<file path="src/rtl/dvp_grb_pkg.sv">
// dvp_grb_pkg: register map, CTRL/STATUS bit positions, capture FSM
// encoding and the FIFO word layout shared by the frame-grabber write stage.
package dvp_grb_pkg;

  // Word offsets, compared against addr[11:2]
  localparam logic [9:0] REG_CTRL   = 10'h000;
  localparam logic [9:0] REG_STATUS = 10'h001;
  localparam logic [9:0] REG_BASE   = 10'h002;
  localparam logic [9:0] REG_STRIDE = 10'h003;

  // CTRL bits
  localparam int CTRL_START   = 0;
  localparam int CTRL_CONT    = 1;
  localparam int CTRL_ABORT   = 2;
  localparam int CTRL_TESTPAT = 3;

  // STATUS bits
  localparam int STAT_BUSY     = 0;
  localparam int STAT_OVF      = 1;
  localparam int STAT_SHORT    = 2;
  localparam int STAT_FCNT_LSB = 16;
  localparam int FCNT_W        = 12;

  typedef enum logic [2:0] {
    ST_IDLE    = 3'd0,
    ST_WAIT_VS = 3'd1,
    ST_CAPTURE = 3'd2,
    ST_DRAIN   = 3'd3,
    ST_DONE    = 3'd4
  } grb_state_e;

  // One FIFO entry: destination byte address plus packed pixel pair
  typedef struct packed {
    logic [31:0] addr;
    logic [31:0] data;
  } grb_word_t;

endpackage

</file>
<file path="src/rtl/grb_fifo.sv">
// grb_fifo: synchronous word FIFO. The head entry is presented on dout
// without a read request (first-word-fall-through) and stays stable until
// popped. A push into a full FIFO is taken only when a pop happens in the
// same cycle; flush empties it in one cycle.
module grb_fifo #(
  parameter int DEPTH = 16,
  parameter int W     = 64
) (
  input  logic         clk,
  input  logic         rst_n,
  input  logic         push,
  input  logic         pop,
  input  logic         flush,
  input  logic [W-1:0] din,
  output logic [W-1:0] dout,
  output logic         full,
  output logic         empty
);

  localparam int AW = $clog2(DEPTH);
  localparam logic [AW:0] FULL_CNT = DEPTH[AW:0];

  logic [W-1:0]  mem_q [DEPTH];
  logic [AW-1:0] wp_q, rp_q;
  logic [AW:0]   cnt_q;
  logic          do_push, do_pop;

  assign empty   = (cnt_q == '0);
  assign full    = (cnt_q == FULL_CNT);
  assign do_pop  = pop & ~empty;
  assign do_push = push & (~full | do_pop);
  assign dout    = mem_q[rp_q];

  // Storage array; no reset needed, contents are qualified by cnt_q
  always_ff @(posedge clk) begin
    if (do_push) mem_q[wp_q] <= din;
  end

  // Pointer and occupancy tracking; DEPTH is a power of two so pointers wrap
  always_ff @(posedge clk or negedge rst_n) begin
    if (!rst_n) begin
      wp_q  <= '0;
      rp_q  <= '0;
      cnt_q <= '0;
    end else if (flush) begin
      wp_q  <= '0;
      rp_q  <= '0;
      cnt_q <= '0;
    end else begin
      if (do_push) wp_q <= wp_q + 1'b1;
      if (do_pop)  rp_q <= rp_q + 1'b1;
      case ({do_push, do_pop})
        2'b10:   cnt_q <= cnt_q + 1'b1;
        2'b01:   cnt_q <= cnt_q - 1'b1;
        default: cnt_q <= cnt_q;
      endcase
    end
  end

endmodule

</file>
<file path="src/rtl/dvp_grb.sv">
// dvp_grb: frame-grabber write stage. Packs 16-bit DVP pixel pairs into
// 32-bit words tagged with their destination byte address, queues them in
// grb_fifo and hands them to the memory writer over a valid/ready port.
// Optional build macro DVP_GRB_TESTPAT_EN adds CTRL bit3 TESTPAT, which
// replaces each accepted pixel by {line[7:0], col[7:0]}.
module dvp_grb
  import dvp_grb_pkg::*;
#(
  parameter int FIFO_DEPTH = 16,
  parameter int PIX_W      = 16
) (
  input  logic             axi_aclk,
  input  logic             axi_aresetn,
  input  logic [11:0]      addr,
  input  logic             cs,
  input  logic             wr,
  input  logic [31:0]      wrdata,
  output logic [31:0]      rddata,
  input  logic [10:0]      hgt,
  input  logic [10:0]      wdt,
  input  logic             pix_vsync,
  input  logic             pix_href,
  input  logic             pix_de,
  input  logic [PIX_W-1:0] pix_data,
  output logic             mem_valid,
  input  logic             mem_ready,
  output logic [31:0]      mem_addr,
  output logic [31:0]      mem_data,
  output logic             done,
  output logic             busy
);

  // ---------------------------------------------------------------- registers
  logic        cont_q;
  logic [28:0] base_q;
  logic [13:0] stride_q;
  logic        testpat;
  logic        wr_ctrl, start_p, abort_p;

  assign wr_ctrl = cs & wr & (addr[11:2] == REG_CTRL);
  assign start_p = wr_ctrl & wrdata[CTRL_START];
  assign abort_p = wr_ctrl & wrdata[CTRL_ABORT];

`ifdef DVP_GRB_TESTPAT_EN
  logic testpat_q;
  // Test-pattern enable lives alongside CONT in CTRL
  always_ff @(posedge axi_aclk or negedge axi_aresetn) begin
    if (!axi_aresetn)  testpat_q <= 1'b0;
    else if (wr_ctrl)  testpat_q <= wrdata[CTRL_TESTPAT];
  end
  assign testpat = testpat_q;
`else
  assign testpat = 1'b0;
`endif

  // Writable configuration; START/ABORT are pulses decoded from the write
  // itself, so they never hold state and always read back as 0
  always_ff @(posedge axi_aclk or negedge axi_aresetn) begin
    if (!axi_aresetn) begin
      cont_q   <= 1'b0;
      base_q   <= '0;
      stride_q <= '0;
    end else if (cs & wr) begin
      case (addr[11:2])
        REG_CTRL:   cont_q   <= wrdata[CTRL_CONT];
        REG_BASE:   base_q   <= wrdata[31:3];
        REG_STRIDE: stride_q <= wrdata[15:2];
        default:    ;
      endcase
    end
  end

  // -------------------------------------------------------------- edge detect
  logic vs_q, href_q;
  logic vs_rise;

  // One-cycle history of vsync/href for edge detection
  always_ff @(posedge axi_aclk or negedge axi_aresetn) begin
    if (!axi_aresetn) begin
      vs_q   <= 1'b0;
      href_q <= 1'b0;
    end else begin
      vs_q   <= pix_vsync;
      href_q <= pix_href;
    end
  end

  assign vs_rise = pix_vsync & ~vs_q;

  // ------------------------------------------------------------- capture path
  grb_state_e  state_q;
  logic        busy_q, done_q, ovf_q, short_q;
  logic [FCNT_W-1:0] fcnt_q;

  logic [10:0] col_q, line_cnt_q;
  logic [31:0] line_addr_q;
  logic [15:0] hold_q;

  logic        capture, frame_start, accept, line_end, last_line, geom_zero;
  logic [15:0] pix_v;
  logic [31:0] col_off, stride_ext;
  logic        push_d;
  grb_word_t   push_word_d, head;
  logic        fifo_full, fifo_empty, fifo_pop, ovf_set;

  assign capture     = (state_q == ST_CAPTURE);
  assign frame_start = (state_q == ST_WAIT_VS) & vs_rise;
  assign accept      = capture & pix_href & pix_de & (col_q < wdt) & ~abort_p;
  assign line_end    = capture & href_q & ~pix_href;
  assign last_line   = (({1'b0, line_cnt_q} + 12'd1) >= {1'b0, hgt});
  assign geom_zero   = (hgt == '0) | (wdt == '0);
  assign pix_v       = testpat ? {line_cnt_q[7:0], col_q[7:0]} : pix_data;
  assign col_off     = {20'h0, col_q[10:1], 2'b00};
  assign stride_ext  = {16'h0, stride_q, 2'b00};

  // A word completes on an odd-column pixel, or at line end when the line
  // stopped on an even column and a lone pixel is still held
  assign push_d           = ((accept | (line_end & ~abort_p)) & col_q[0]);
  assign push_word_d.addr = line_addr_q + col_off;
  assign push_word_d.data = line_end ? {16'h0, hold_q} : {pix_v, hold_q};

  assign fifo_pop = mem_valid & mem_ready;
  assign ovf_set  = push_d & fifo_full & ~fifo_pop;

  // Column/line counters, pixel holding register and accumulated line address
  always_ff @(posedge axi_aclk or negedge axi_aresetn) begin
    if (!axi_aresetn) begin
      col_q       <= '0;
      line_cnt_q  <= '0;
      line_addr_q <= '0;
      hold_q      <= '0;
    end else if (frame_start) begin
      col_q       <= '0;
      line_cnt_q  <= '0;
      line_addr_q <= {base_q, 3'b000};
    end else if (accept) begin
      col_q <= col_q + 11'd1;
      if (!col_q[0]) hold_q <= pix_v;
    end else if (line_end) begin
      col_q       <= '0;
      line_cnt_q  <= line_cnt_q + 11'd1;
      line_addr_q <= line_addr_q + stride_ext;
    end
  end

  // Frame sequencing with registered done/busy, sticky status and frame count
  always_ff @(posedge axi_aclk or negedge axi_aresetn) begin
    if (!axi_aresetn) begin
      state_q <= ST_IDLE;
      busy_q  <= 1'b0;
      done_q  <= 1'b0;
      ovf_q   <= 1'b0;
      short_q <= 1'b0;
      fcnt_q  <= '0;
    end else begin
      done_q <= 1'b0;
      if (ovf_set) ovf_q <= 1'b1;
      if (abort_p) begin
        state_q <= ST_IDLE;
        busy_q  <= 1'b0;
      end else begin
        case (state_q)
          ST_IDLE: if (start_p) begin
            state_q <= ST_WAIT_VS;
            busy_q  <= 1'b1;
            ovf_q   <= 1'b0;
            short_q <= 1'b0;
          end
          // Empty geometry skips capture entirely and just reports completion
          ST_WAIT_VS: if (vs_rise) state_q <= geom_zero ? ST_DRAIN : ST_CAPTURE;
          ST_CAPTURE: begin
            if (vs_rise) begin
              state_q <= ST_DRAIN;
              short_q <= 1'b1;
            end else if (line_end && last_line) begin
              state_q <= ST_DRAIN;
            end
          end
          ST_DRAIN: if (fifo_empty) begin
            state_q <= ST_DONE;
            done_q  <= 1'b1;
          end
          ST_DONE: begin
            fcnt_q <= fcnt_q + 1'b1;
            if (cont_q) state_q <= ST_WAIT_VS;
            else begin
              state_q <= ST_IDLE;
              busy_q  <= 1'b0;
            end
          end
          default: begin
            state_q <= ST_IDLE;
            busy_q  <= 1'b0;
          end
        endcase
      end
    end
  end

  grb_fifo #(.DEPTH(FIFO_DEPTH), .W(64)) u_fifo (
    .clk   (axi_aclk),
    .rst_n (axi_aresetn),
    .push  (push_d),
    .pop   (fifo_pop),
    .flush (abort_p),
    .din   (push_word_d),
    .dout  (head),
    .full  (fifo_full),
    .empty (fifo_empty)
  );

  // Outputs are forced to 0 while nothing is valid so stale storage never shows
  assign mem_valid = ~fifo_empty;
  assign mem_addr  = mem_valid ? head.addr : 32'h0;
  assign mem_data  = mem_valid ? head.data : 32'h0;
  assign done      = done_q;
  assign busy      = busy_q;

  // ---------------------------------------------------------------- read mux
  // Register read-back, purely combinational from addr
  always_comb begin
    rddata = 32'h0;
    case (addr[11:2])
      REG_CTRL: begin
        rddata[CTRL_CONT]    = cont_q;
        rddata[CTRL_TESTPAT] = testpat;
      end
      REG_STATUS: begin
        rddata[STAT_BUSY]                  = busy_q;
        rddata[STAT_OVF]                   = ovf_q;
        rddata[STAT_SHORT]                 = short_q;
        rddata[STAT_FCNT_LSB +: FCNT_W]    = fcnt_q;
      end
      REG_BASE:   rddata = {base_q, 3'b000};
      REG_STRIDE: rddata = {16'h0, stride_q, 2'b00};
      default:    rddata = 32'h0;
    endcase
  end

  // Byte-lane and high write-data bits that no register consumes
  logic unused_bits;
  assign unused_bits = ^{addr[1:0], wrdata};

endmodule

</file>
<file path="config.mk">
export PLATFORM = sky130hd
export DESIGN_NAME = dvp_grb
export DESIGN_NICKNAME = d
export VERILOG_FILES = /design/src/rtl/dvp_grb_pkg.sv /design/src/rtl/grb_fifo.sv /design/src/rtl/dvp_grb.sv
export SDC_FILE = /design/constraint.sdc
export NUM_CORES = 1
export LEC_CHECK = 0
export BUFFER_PORTS_ARGS = -buffer_cell sky130_fd_sc_hd__buf_2
export CAP_MARGIN = 20
export CORE_ASPECT_RATIO = 0.75
export CORE_MARGIN = 4
export CORE_UTILIZATION = 45
export CTS_BUF_LIST = sky130_fd_sc_hd__clkbuf_2
export DETAILED_ROUTE_END_ITERATION = 8
export GPL_TIMING_DRIVEN = 0
export MAX_ROUTING_LAYER = met4
export PLACE_DENSITY = 0.65
export RECOVER_POWER = 100
export SLEW_MARGIN = 20
export SYNTH_ARGS = -nofsm -noshare
export SYNTH_HDL_FRONTEND = slang
export SYNTH_SLANG_ARGS = --single-unit
export TNS_END_PERCENT = 5
</file>
<file path="constraint.sdc">
create_clock -name axi_aclk -period 9.05 [get_ports axi_aclk]
set_clock_uncertainty 0.2 [all_clocks]
set_input_delay 0.905 -clock axi_aclk [delete_from_list [all_inputs] [get_ports axi_aclk]]
set_output_delay 0.905 -clock axi_aclk [all_outputs]
set_load 0.03 [all_outputs]
</file>
# After elaboration in Yosys (flattened, before gate mapping)

Memory sizes are Yosys's and may differ from the RTL's.
Index checks and enable logic that the tools add are counted.

Output and inout bits: 99
Input bits: 90
Memories: 1
RAM bits: 1024
Bits in registers: 148
Logic and storage cells: 152

Memories:

| name         | depth | bits a word | read ports | clocked after Yosys merged registers in | write ports | RTL line       | RTL |
|---|---|---|---|---|---|---|---|
| u_fifo.mem_q | 16    | 64          | 1          | 0                                       | 1           | grb_fifo.sv:23 | `logic [W-1:0] mem_q [DEPTH];` |

Add/sub/neg operators: 10
Reductions and logical operators: 22
Bitwise gates (word level): 30
Mux-type cells: 50
$lt $le $gt $ge: 2
Eq/ne operators: 19

Operator list:

| cell                                                                    | count |
|---|---|
| 32-bit 2-to-1 mux                                                       | 6 |
| 11-bit 2-to-1 mux                                                       | 6 |
| 12-bit one-hot mux with 2 select lines                                  | 2 |
| 32-bit by 12-bit adder with 32-bit output                               | 1 |
| 32-bit by 16-bit adder with 32-bit output                               | 1 |
| 11-bit by 1-bit adder with 11-bit output (second input constant)        | 2 |
| 11-bit zero test                                                        | 2 |
| 10-bit by 2-bit equality test with 1-bit output (second input constant) | 2 |
| 4-bit 2-to-1 mux                                                        | 5 |
| 1-bit bitwise AND                                                       | 19 |
| 3-bit 2-to-1 mux                                                        | 6 |
| 1-bit 2-to-1 mux                                                        | 17 |
| 3-bit one-hot mux with 5 select lines                                   | 1 |
| 11-bit by 1-bit adder with 12-bit output (second input constant)        | 1 |
| 12-bit by 1-bit adder with 12-bit output (second input constant)        | 1 |
| 12-bit by 11-bit >= comparator with 1-bit output                        | 1 |
| 3-bit inequality test (second input constant)                           | 4 |
| 11-bit less-than comparator                                             | 1 |
| 10-bit by 1-bit equality test with 1-bit output (second input constant) | 1 |
| 10-bit zero test                                                        | 1 |
| 5-bit one-hot mux with 2 select lines                                   | 1 |
| 2-bit AND reduction                                                     | 5 |
| 4-bit by 1-bit adder with 4-bit output (second input constant)          | 2 |
| 1-bit inverter                                                          | 8 |
| other kinds (23)                                                        | 37 |

# Logic depth before layout (Yosys ltp)

Depth after elaboration: 13
Depth in mapped cells: 15
Mapped depth without buffers: 15

# Hierarchy

Synthesis repeated with hierarchy kept, for this count alone.

Cells, all modules: 2633
Area, all modules: 48149.9 sq um

Modules (own cells, without submodules):

| module   | area an instance (sq um) | sequential area each (sq um) | cells each | instances |
|---|---|---|---|---|
| grb_fifo | 39155.1                  | 31074.8                      | 1678       | 1 |
| dvp_grb  | 8994.9                   | 3328.2                       | 955        | 1 |

# Worst setup path before layout

Ideal clock, no wire load.

Path type: input to register
From: input wdt[5]
To: memory u_fifo.mem_q[10][0] (enable)
Library setup time: 0.426 ns
Path slack: 4.307 ns
Buffers on the path: 0
Data arrival time: 4.116 ns
Stages: 9
Path through: inv_1 > ha_1 > a21o_1 > a221o_1 > a31oi_1 > o21ai_2 > a211oi_4 > and3_1 > and2_1

Longest elaborated chain between the ends: 8

RTL lines:

| item                                   | RTL line       | RTL |
|---|---|---|
| start: declaration                     | dvp_grb.sv:20  | `input logic [10:0] wdt,` |
| 11-bit less-than comparator            | dvp_grb.sv:108 | `assign accept = capture & pix_href & pix_de & (col_q < wdt) & ~abort_p;` |
| 1-bit bitwise AND (2 in series)        | dvp_grb.sv:108 |  |
| 1-bit bitwise OR                       | dvp_grb.sv:118 | `assign push_d = ((accept \| (line_end & ~abort_p)) & col_q[0]);` |
| 1-bit bitwise AND                      | dvp_grb.sv:118 |  |
| 1-bit bitwise AND                      | grb_fifo.sv:31 | `assign do_push = push & (~full \| do_pop);` |
| 1-bit 2-to-1 mux                       | grb_fifo.sv:36 | `if (do_push) mem_q[wp_q] <= din;` |
| 1-bit 2-to-1 mux (implied by the code) | grb_fifo.sv:36 |  |
| end: declaration                       | grb_fifo.sv:23 |  |

No other way between the ends.

# Worst setup path after layout

From: register col_q[5]
To: memory u_fifo.mem_q[14][6] (enable)

Longest elaborated chain between the ends: 8

RTL lines:

| item                                   | RTL line       | RTL |
|---|---|---|
| start: declaration                     | dvp_grb.sv:95  | `logic [10:0] col_q, line_cnt_q;` |
| start signal: assignment               | dvp_grb.sv:137 | `col_q <= col_q + 11'd1;` |
| 11-bit less-than comparator            | dvp_grb.sv:108 |  |
| 1-bit bitwise AND (2 in series)        | dvp_grb.sv:108 |  |
| 1-bit bitwise OR                       | dvp_grb.sv:118 |  |
| 1-bit bitwise AND                      | dvp_grb.sv:118 |  |
| 1-bit bitwise AND                      | grb_fifo.sv:31 |  |
| 1-bit 2-to-1 mux                       | grb_fifo.sv:36 |  |
| 1-bit 2-to-1 mux (implied by the code) | grb_fifo.sv:36 |  |

No other way between the ends.

==> impl_results.md <==
* Outcome: complete, but fails checks
* Violated checks: capacitance limit, slew limit
* TritonRoute pass-1 iters at 8
* GRT Total Usage at 22.17%
* Yosys cell types at 65
* Crit path max fanout at 28
* Clock Latency Late Sink at 1.48 ns
* Aggregate global routing overflow at 0
* Element type at the critical path start: register
* Fill cell count at 8448
* Main synth FF type: edfxtp_1
* Worst path max stage delay at 1.97 ns
* Unrepaired setup endpoints after global routing: no
* Vias per cell at 5.714
* Initial Utilization at 45.36%
* Tightest Hold Check Type: primary input to register
* Largest net degree at the start of global routing at 79
* Place WS at 4.258 ns
* Sequential area share after synthesis at 71.31%
* Global-route wire length before repair at 174000 um
* Final Max Tran Viols at 658
* Initial antenna violation count at 2
* Avg Synthesized Cell Area at 19.25 um2
* Peak VDD IR at 0.1698 mV
* Fin crit period at 6.936 ns
* Drt wl/cell at 25.66 um
* Die extent in x at 380.8 um
* TNS Setup at 0 ns
* Gpl congestion at 0.8572
* Post-route ant nets at 0
* Clk sinks at 1138
* I/O Buffers at 184
* CP arrival at 7.82 ns
* Worst-Margin Slew at 4.469 ns
* Top cell family by delay on the critical path: buffers and inverters
* WS Path Type: register to register
* Fin. Hold Viols at 0
* Layout net count at 3222
* Period utilization at 76.64%
* Drt initial violations at 2769
* DRC Markers at 0
* CP Capture Type: register
* Setup violators final at 0
* # H-tree levels at 5
* Area grow syn2layout at 13.71%
* Core area at 103400 um2
* CTS root buf: clkbuf_2
* Synth warn at 0
* Total leakage power at 19.33 nW
* Critical path's slowest cell: clkbuf_1
* Fmax at 0.1442 GHz
* TritonCTS clock tree: done
* Total Routed Length at 117800 um
* CTS Buffer Depth at 4
* Hold-fix buffers, CTS at 139
* Post-cts gate resize count at 0
* # Post-CTS Setup Buffers at 0
* Worst Path Buf+Inv at 2
* Asr flop ratio synth at 12.83%
* Max cap viols at 24
* Dpl hpwl at 73880 um
* Vias at 26230
* IO Pins at 189
* Die area at 109500 um2
* Leading cell type in the layout, fill and taps excluded: edfxtp_1
* FF+latch count, synth at 1138
* Vias in the first global route at 27570
* Die Ht at 287.6 um
* Pwr per Cell Area at 263.0 nW/um2
* Final Worst Setup Slack at 2.114 ns
* Cell breakdown of the critical path: ha_1, a21o_1, a221o_1, a31oi_1, o21ai_0, a211oi_1, and3_1, and2_0, clkbuf_1, buf_12
* Row count at 102
* Post-synth EDFFs at 992
* TritonCTS Buffers at 278
* Cell Area, Synth at 46890 um2
* Relative slew margins at -198.0%
* Worst EP required at 9.93 ns
* Clock-pin slew on the worst setup and hold paths at 0.10 ns
* Most frequent cells in the layout: edfxtp_1, clkbuf_2, mux4_2
* Layout cells sized above 1 at 28.68%
* Post-synthesis cell count at 2436
## worst reg2reg max path: stages, from the launching register on
cell and delay (ns):
dfrtp_1 0.48, ha_1 0.34, a21o_1 0.16, a221o_1 0.33, a31oi_1 0.21, o21ai_0 0.45
a211oi_1 0.76, and3_1 0.32, and2_0 1.09, clkbuf_1 1.97, buf_12 0.30
## Yosys cell counts, types with 2 or more instances
master	count	share of area [%]
edfxtp_1	992	64
mux4_2	310	15
dfrtp_1	146	7.8
and2_1	105	1.4
nand2_1	93	0.74
clkbuf_1	73	0.58
nor2_1	72	0.58
mux2_2	61	1.5
ha_1	56	1.5
a21oi_1	50	0.53
o21ai_0	50	0.53
xor2_1	44	0.82
nand3_1	40	0.43
inv_1	37	0.30
xnor2_1	34	0.64
and3_1	28	0.37
buf_2	27	0.29
mux2i_1	17	0.36
a21o_1	16	0.26
a22o_1	14	0.26
buf_1	13	0.10
nor2b_1	13	0.17
nand4_1	12	0.16
nor3_1	12	0.13
o21a_1	12	0.19
nor4_1	11	0.15
and4_1	10	0.19
a31oi_1	8	0.11
nand2b_1	8	0.11
o211ai_1	7	0.11
o31ai_1	7	0.11
a211oi_1	4	0.064
buf_4	4	0.064
o2111ai_1	4	0.075
a21boi_0	3	0.048
a311oi_1	3	0.056
fa_1	3	0.13
nand4b_1	3	0.056
nor3b_1	3	0.048
nand3b_1	2	0.032
nor2_2	2	0.027
nor3_2	2	0.043
o41ai_1	2	0.037
or3_1	2	0.027
## path summary, 6_finish.rpt
| check | startpoint | end | slack [ns] | depth (start not counted) |
|---|---|---|---|---|
| max in group asynchronous | axi_aresetn | hold_q[8] | 3.93 | 4 |
| min in group asynchronous | axi_aresetn | base_q[19] | 2.07 | 4 |
| min | addr[8] | state_q[2] | 0.26 | 6 |
| min reg2reg | fcnt_q[11] | fcnt_q[11] | 0.30 | 1 |
| max reg2reg | col_q[5] | u_fifo.mem_q[14][6] | 2.11 | 10 |
| max | col_q[5] | u_fifo.mem_q[14][6] | 2.11 | 10 |
## registers in the layout, indices dropped and copies added, names as in the netlist
name and flops:
base_q 29, busy 1, col_q 11, cont_q 1, done 1, fcnt_q 12
hold_q 16, href_q 1, line_addr_q 30, line_cnt_q 11, ovf_q 1, short_q 1
state_q 3, stride_q 14, u_fifo.cnt_q 5, u_fifo.mem_q 992, u_fifo.rp_q 4, u_fifo.wp_q 4
vs_q 1
## stage by stage
stage	hold slack (ns)	cell area [um2]	power, mW	cells	utilization [%]
after floorplan	0.2464	46900	9.591	2437	-
after global placement	0.2785	49510	10.98	3973	47.90
after detailed placement	0.2828	50270	11.11	4005	48.63
after CTS	0.0007184	53850	14.26	4587	52.09
after global routing	0.2348	53330	14.76	4590	51.59
final	0.2579	53330	14.03	4590	51.59
## cell families after synthesis
| group | Yosys count | synth area share, % |
|---|---|---|
| AO/OA/AOI/OAI | 193 | 2.713 |
| XOR/XNOR | 78 | 1.457 |
| adder cells (fa/ha/maj) | 59 | 1.622 |
| buffers and inverters | 154 | 1.337 |
| flip-flops | 1138 | 71.31 |
| multiplexers | 388 | 16.72 |
| other | 1 | 0.007997 |
| AND/OR/NAND/NOR | 425 | 4.835 |
## metal layers
metal / track usage (%) / part of all wire (%)
met1: 29.69 / 41
met3: 4.733 / 8.6
met4: 7.228 / 2.3
met5: - / 0
met2: 34.33 / 48
## power by group
part / internal [mW] / switching (mW) / leakage, nW
registers: 6.18 / 0.252 / 11.4
logic: 1.84 / 2.63 / 6.15
clock network: 1.16 / 1.96 / 1.76
total: 9.18 / 4.84 / 19.3
## cell type report
type / count / area, um2 / share of cell area, %
flip-flops and latches: 1138 / 33440 / 62.71
repair buffers: 356 / 2619 / 4.911
multi-input cells: 1145 / 12780 / 23.97
plain buffers: 117 / 481.7 / 0.9033
clock inverters: 45 / 176.4 / 0.3308
well taps: 1352 / 1692 / 3.172
inverters: 37 / 138.9 / 0.2604
diodes: 2 / 5.005 / 0.009385
clock buffers: 398 / 1992 / 3.735
Note: power is estimated with default switching activity, not from simulation.
